## config.mk

```make
export PLATFORM = sky130hd
export DESIGN_NAME = tx_buf_writer
export DESIGN_NICKNAME = d
export VERILOG_FILES = /design/src/rtl/tx_buf_writer_pkg.sv /design/src/rtl/tx_buf_writer_ptr_cdc_sync.sv /design/src/rtl/tx_buf_writer.sv
export SDC_FILE = /design/constraint.sdc
export NUM_CORES = 1
export LEC_CHECK = 0
export ABC_AREA = 0
export BUFFER_PORTS_ARGS = -buffer_cell sky130_fd_sc_hd__buf_2
export CAP_MARGIN = 15
export CORE_MARGIN = 3
export CORE_UTILIZATION = 40
export CTS_CLUSTER_DIAMETER = 50
export DETAILED_ROUTE_END_ITERATION = 12
export PLACE_DENSITY_LB_ADDON = 0.2
export SLEW_MARGIN = 20
export SYNTH_ARGS = -nofsm -noshare
export SYNTH_HDL_FRONTEND = slang
export SYNTH_SLANG_ARGS = --single-unit
```

## constraint.sdc

```tcl
create_clock -name clk -period 3.36 [get_ports clk]
set_input_delay 0.336 -clock clk [delete_from_list [all_inputs] [get_ports clk]]
set_output_delay 0.336 -clock clk [all_outputs]
set_load 0.01 [all_outputs]
```

## src/rtl/tx_buf_writer_pkg.sv

```systemverilog
// Shared definitions for the DMA-side transmit buffer writer: header layout,
// FSM encoding and the byte-to-qword conversion used when sizing a frame.
package tx_buf_writer_pkg;

    localparam int BYTES_LSB = 32;
    localparam int BYTES_MSB = 47;
    localparam int QW_W      = 14;   // ceil(65535/8) = 8192 needs 14 bits

    typedef enum logic [2:0] {
        ST_IDLE   = 3'd0,
        ST_CHECK  = 3'd1,
        ST_DATA   = 3'd2,
        ST_DROP   = 3'd3,
        ST_COMMIT = 3'd4
    } state_t;

    function automatic logic [QW_W-1:0] qword_count(input logic [15:0] bytes);
        return {1'b0, bytes[15:3]} + {{(QW_W-1){1'b0}}, |bytes[2:0]};
    endfunction

    function automatic logic [63:0] make_header(input logic [15:0] bytes);
        logic [63:0] hdr;
        hdr = '0;
        hdr[BYTES_MSB:BYTES_LSB] = bytes;
        return hdr;
    endfunction

endpackage

```

## src/rtl/tx_buf_writer_ptr_cdc_sync.sv

```systemverilog
// Brings a pointer published by another clock domain across with a toggle/level
// change strobe: 2-flop strobe synchroniser, edge register and 2-flop address staging.
module tx_buf_writer_ptr_cdc_sync #(
    parameter int AW = 10
) (
    input  logic          clk,
    input  logic          reset_n,
    input  logic [AW-1:0] async_addr,
    input  logic          async_change,
    output logic [AW-1:0] sync_addr
);

    logic          chg_s1;
    logic          chg_s2;
    logic          chg_s3;
    logic [AW-1:0] addr_s1;
    logic [AW-1:0] addr_s2;

    // The sender holds the address for at least two of our cycles after a strobe
    // change, so addr_s2 has settled by the time the edge register sees it.
    always_ff @(posedge clk or negedge reset_n) begin
        if (!reset_n) begin
            chg_s1    <= 1'b0;
            chg_s2    <= 1'b0;
            chg_s3    <= 1'b0;
            addr_s1   <= '0;
            addr_s2   <= '0;
            sync_addr <= '0;
        end else begin
            chg_s1  <= async_change;
            chg_s2  <= chg_s1;
            chg_s3  <= chg_s2;
            addr_s1 <= async_addr;
            addr_s2 <= addr_s1;
            if (chg_s2 != chg_s3) begin
                sync_addr <= addr_s2;
            end
        end
    end

endmodule

```

## src/rtl/tx_buf_writer.sv

```systemverilog
// DMA-side writer for the MAC transmit buffer: prepends a header qword per frame,
// writes header and payload, and publishes the committed write pointer.
module tx_buf_writer
    import tx_buf_writer_pkg::*;
#(
    parameter int BF        = 9,
    parameter int MAX_BYTES = 9600,
    parameter int UPD_HOLD  = 4
) (
    input  logic          clk,
    input  logic          reset_n,
    input  logic [63:0]   in_data,
    input  logic          in_valid,
    input  logic          in_sof,
    input  logic          in_eof,
    input  logic [15:0]   in_bytes,
    output logic          in_ready,
    output logic [BF:0]   mem_wr_addr,
    output logic [63:0]   mem_wr_data,
    output logic          mem_wr_en,
    output logic [BF:0]   wr_addr,
    output logic          wr_addr_updated,
    input  logic [BF:0]   commited_rd_address,
    input  logic          commited_rd_address_change,
    output logic [15:0]   drop_count
);

    localparam int          AW    = BF + 1;
    localparam int          HW    = $clog2(UPD_HOLD + 1);
    localparam logic [15:0] MAX_B = 16'(MAX_BYTES);

    state_t          state;
    state_t          state_next;
    logic [AW-1:0]   wr_ptr;
    logic [AW-1:0]   frame_start;
    logic [AW-1:0]   rd_ptr_sync;
    logic [15:0]     bytes_q;
    logic [QW_W-1:0] qwords_q;
    logic [QW_W-1:0] beat_cnt;
    logic [QW_W-1:0] beat_cnt_inc;
    logic [HW-1:0]   hold_cnt;
    logic [AW-1:0]   used;
    logic [AW-1:0]   free;
    logic [15:0]     need;
    logic            last_beat;

    logic            latch_frame;
    logic            hdr_wr;
    logic            beat_acc;
    logic            do_rewind;
    logic            do_commit;
    logic            drop_inc;

    tx_buf_writer_ptr_cdc_sync #(
        .AW (AW)
    ) u_rd_sync (
        .clk          (clk),
        .reset_n      (reset_n),
        .async_addr   (commited_rd_address),
        .async_change (commited_rd_address_change),
        .sync_addr    (rd_ptr_sync)
    );

    // One slot stays empty so wr_ptr == rd_ptr always means empty.
    assign used         = wr_ptr - rd_ptr_sync;
    assign free         = {AW{1'b1}} - used;
    assign need         = 16'(qwords_q) + 16'd1;
    assign beat_cnt_inc = beat_cnt + QW_W'(1);
    assign last_beat    = (beat_cnt_inc == qwords_q);
    assign mem_wr_addr  = wr_ptr;

    // NOTE: every output of this block gets a default first so no path can infer a latch.
    always_comb begin
        state_next  = state;
        in_ready    = 1'b0;
        mem_wr_en   = 1'b0;
        mem_wr_data = '0;
        latch_frame = 1'b0;
        hdr_wr      = 1'b0;
        beat_acc    = 1'b0;
        do_rewind   = 1'b0;
        do_commit   = 1'b0;
        drop_inc    = 1'b0;

        case (state)
            ST_IDLE: begin
                if (in_valid && in_sof) begin
                    latch_frame = 1'b1;
                    if (in_bytes == 16'd0 || in_bytes > MAX_B) begin
                        drop_inc   = 1'b1;
                        state_next = ST_DROP;
                    end else begin
                        state_next = ST_CHECK;
                    end
                end
            end
            ST_CHECK: begin
                if (16'(free) >= need) begin
                    hdr_wr      = 1'b1;
                    mem_wr_en   = 1'b1;
                    mem_wr_data = make_header(bytes_q);
                    state_next  = ST_DATA;
                end
            end
            ST_DATA: begin
                in_ready = 1'b1;
                if (in_valid) begin
                    beat_acc    = 1'b1;
                    mem_wr_en   = 1'b1;
                    mem_wr_data = in_data;
                    if (last_beat && in_eof) begin
                        state_next = ST_COMMIT;
                    end else if (last_beat || in_eof) begin
                        // Length disagrees with the header: abandon the frame in place.
                        do_rewind  = 1'b1;
                        drop_inc   = 1'b1;
                        state_next = in_eof ? ST_IDLE : ST_DROP;
                    end
                end
            end
            ST_DROP: begin
                in_ready = 1'b1;
                if (in_valid && in_eof) begin
                    state_next = ST_IDLE;
                end
            end
            ST_COMMIT: begin
                if (hold_cnt == '0) begin
                    do_commit  = 1'b1;
                    state_next = ST_IDLE;
                end
            end
            default: state_next = ST_IDLE;
        endcase
    end

    always_ff @(posedge clk or negedge reset_n) begin
        if (!reset_n) begin
            state           <= ST_IDLE;
            wr_ptr          <= '0;
            frame_start     <= '0;
            bytes_q         <= '0;
            qwords_q        <= '0;
            beat_cnt        <= '0;
            hold_cnt        <= '0;
            wr_addr         <= '0;
            wr_addr_updated <= 1'b0;
            drop_count      <= '0;
        end else begin
            state <= state_next;

            if (latch_frame) begin
                bytes_q  <= in_bytes;
                qwords_q <= qword_count(in_bytes);
            end

            if (hdr_wr) begin
                frame_start <= wr_ptr;
                wr_ptr      <= wr_ptr + AW'(1);
                beat_cnt    <= '0;
            end else if (do_rewind) begin
                wr_ptr <= frame_start;
            end else if (beat_acc) begin
                wr_ptr   <= wr_ptr + AW'(1);
                beat_cnt <= beat_cnt_inc;
            end

            if (drop_inc && drop_count != 16'hFFFF) begin
                drop_count <= drop_count + 16'd1;
            end

            // The qualifier is a flop so the MAC side samples a glitch-free level.
            if (do_commit) begin
                wr_addr         <= wr_ptr;
                hold_cnt        <= HW'(UPD_HOLD);
                wr_addr_updated <= 1'b1;
            end else begin
                if (hold_cnt != '0) begin
                    hold_cnt <= hold_cnt - HW'(1);
                end
                wr_addr_updated <= (hold_cnt > HW'(1));
            end
        end
    end

endmodule
```

==> summary.md <==
| Metric | Value |
|---|---|
| Synth top area share | 44.70% |
| Die area | 0.01985 mm2 |
| First-pass GRT wire length | 33240 um |
| Max IR drop VDD | 0.0005034 V |
| Minimum clock period | 3.888 ns |
| Max-cap violations | 0 |
| Layout cells sized above 1 | 43.61% |
| CTS tree | done |
| Drt wl/cell | 17.02 um |
| Syn_area_per_cell | 9.743 um2 |
| Buffer depth of the longest clock path | 2 |
| Post-synthesis cell count | 747 |
| Fraction of registers with async set or reset after synthesis | 100.0% |
| 1st-pass router iterations | 5 |
| Setup slack after layout | -0.5279 ns |
| Total Power | 8.805 mW |
| Worst setup SP type | register |
| Final Wtd Congestion | 0.8901 |
| Worst-path fanout max | 17 |
| RSZ-0062 raised after global routing | yes |
| Layout area overhead | 44.34% |
| Post-synth EDFFs | 0 |
| Yosys cell types | 64 |
| Status | finished, violations left |
| GRT Util Overall | 21.09% |
| Final WL | 21540 um |
| Worst Skew | 0.007423 ns |
| Critical path capture point type | primary output |
| Antenna Cells | 0 |
| WS Path Type | reg2out |
| Worst Hold Class | in2reg |
| Row cnt | 48 |
| Cell area after synthesis | 0.007278 mm2 |
| Final hold vios | 0 |
| Initial antenna violation count | 0 |
| Ys flop type | dfrtp_1 |
| HPWL Detailed | 15190 um |
| 1st-iter DRT viols | 422 |
| Mapped Nets | 874 |
| Yosys warning count | 0 |
| Num CTS Buffers | 17 |
| Rel. slew slack | 37.08% |
| Placed cell count | 1199 |
| Antenna viol nets, final | 0 |
| Violated checks | setup timing |
| Clk sinks | 130 |
| Final setup TNS | -13.99 ns |
| Static Leakage | 4.950 nW |
| Die span in y | 140.9 um |
| Die Wd | 140.9 um |
| Non-filler cells in the finished layout | 1266 |
| Vias per std cell | 5.318 |
| Remaining Overflow, GRT | 0 |
| IO Pins | 199 |
| Top cells by area, synth | dfrtp_1 45%, ha_1 5.2%, xnor2_1 5.1% |
| Layout Nets | 1155 |
| Final core utilization | 59.90% |
| Vias in the first global route | 6512 |
| Clock transition at path regs | 0.06 ns |
| Worst-margin pin slew | 0.9406 ns |
| Min Hold Slack | 0.01834 ns |
| Core ar. | 0.01754 mm2 |
| Final setup vio count | 51 |
| Max Freq | 257.2 MHz |
| Yosys reg bits | 130 |
| Root Driver | clkbuf_16 |
| Synth area leader | dfrtp_1 |
| Vias | 6733 |
| Pins Over Slew Limit | 0 |
| PD cells | 838.2 mW/mm2 |
| Largest net degree at the start of global routing | 58 |
| Final Cycle Share | 115.7% |
| Port-buffer cells | 198 |
| WP data arrival | 3.55 ns |
| Starting Density | 41.50% |
| Htree depth | 4 |
| Seq/Total Area, Yosys | 44.70% |
| CP Data Required Time | 3.02 ns |
| Worst skew pair latency | 0.42 ns |
| Remaining DRCs | 0 |
## cell usage after synthesis, drive strengths merged (2+ instances only)
master / instances
or2: 4
xor2: 23
mux2i: 2
a31oi: 11
inv: 24
or3: 2
xnor2: 42
ha: 30
o22ai: 2
a22o: 16
nand2: 71
nand4: 12
o211ai: 7
o21a: 2
a211oi: 3
a21oi: 27
o311ai: 5
a21o: 5
o21ai: 52
a2111oi: 2
and3: 13
o221a: 2
nor2: 41
nor3: 11
nor2b: 5
a31o: 2
nand3: 45
o21bai: 2
o32ai: 2
clkbuf: 20
buf: 19
mux2: 30
and2: 54
dfrtp: 130
nor4: 5
a311oi: 5
o31ai: 4
a221oi: 2
and4: 2
## flip-flops by register name (all words and copies together), names as in the netlist, 14 cells and up
register	flops
bytes_q	16
drop_count	16
beat_cnt	14
qwords_q	14
## final cells by class
class                           instances  area [um2]
Clock buffer                           21       460.4
Timing Repair Buffer                  300        1969
Sequential cell                       130        3254
Multi-Input combinational cell        555        4250
Inverter                               24       90.09
Fill cell                            1439        7032
Clock inverter                         11       198.9
Tap cell                              225       281.5
## cells by family after synthesis
group,Yosys count,synth area share [%]
DFF,130,44.70
muxes,32,4.917
and+or+nand+nor,270,19.13
adders and majority gates,31,5.432
buffers and inverters,63,3.885
AOI/OAI and AO/OA,156,14.11
xor gates and xnor gates,65,7.822
## routing by layer
layer | GRT usage [%] | part of all wire [%] | vias up
met5 | 0 | 0 | -
met2 | 34.85 | 48 | 268
met1 | 26.04 | 41 | 3241
met4 | 10.45 | 3.8 | 0
met3 | 4.749 | 7.4 | 31
li1 | - | - | 3193
## worst max-delay path, cell delays in order (launching register included)
cell and delay, ns:
dfrtp_1 0.36, inv_2 0.07, buf_6 0.12, fa_2 0.39, a21oi_2 0.12, nor2_1 0.06
nor2_2 0.13, o21bai_1 0.09, a21oi_2 0.16, o21ai_1 0.09, xor2_1 0.15, ha_1 0.30
a21o_1 0.17, a21oi_2 0.16, o21ai_2 0.08, and3_4 0.19, buf_12 0.15, a22o_1 0.19
buf_2 0.13
## what timing repair did
item	4_1_cts	5_1_grt
buffers inserted	18	20
pin swaps	36	41
hold buffers	1	3
setup endpoints to repair	45	68
cloned	1	2
hold endpoints to repair	20	3
gates resized for setup	70	72
## worst paths after layout
path                                        start                   end  slack [ns]  cells after the start
max in group asynchronous                 reset_n            wr_addr[7]        2.04                      3
min in group asynchronous                 reset_n      u_rd_sync.chg_s1        0.53                      2
setup reg to reg                   mem_wr_addr[1]           beat_cnt[4]       -0.24                     20
hold / removal             commited_rd_address[6]  u_rd_sync.addr_s1[6]        0.02                      1
setup / recovery                   mem_wr_addr[1]       mem_wr_data[42]       -0.53                     18
hold reg to reg              u_rd_sync.addr_s1[5]  u_rd_sync.addr_s2[5]        0.34                      0
## placed cells by master (no fill, tap or decap), types with 18 or more instances in the layout
cell type | Yosys | routed
dfrtp_1 | 130 | 129
o21ai_0 | 52 | 34
xor2_1 | 23 | 22
buf_2 | 10 | 196
nand3_1 | 42 | 35
and2_1 | 53 | 52
nand2_1 | 70 | 58
inv_1 | 24 | 22
nor2_1 | 40 | 34
mux2_2 | 30 | 30
buf_4 | 4 | 70
ha_1 | 30 | 25
xnor2_1 | 42 | 42
clkbuf_16 | 0 | 18
buf_6 | 1 | 20
## where the power goes
group / switching [mW] / internal [mW] / total (mW)
clock network: 0.711 / 1.36 / 2.07
logic: 2.17 / 2.12 / 4.30
registers: 0.459 / 1.98 / 2.44
total: 3.34 / 5.46 / 8.81
## through the flow
stage | setup WS [ns] | area (um2)
floorplan | -0.07756 | 7343
global placement | -0.06399 | 8960
detailed placement | -0.1401 | 8960
CTS | -0.5461 | 10060
global route | -0.7202 | 10510
finish | -0.5279 | 10510
Power figures use the tool's default switching activity.
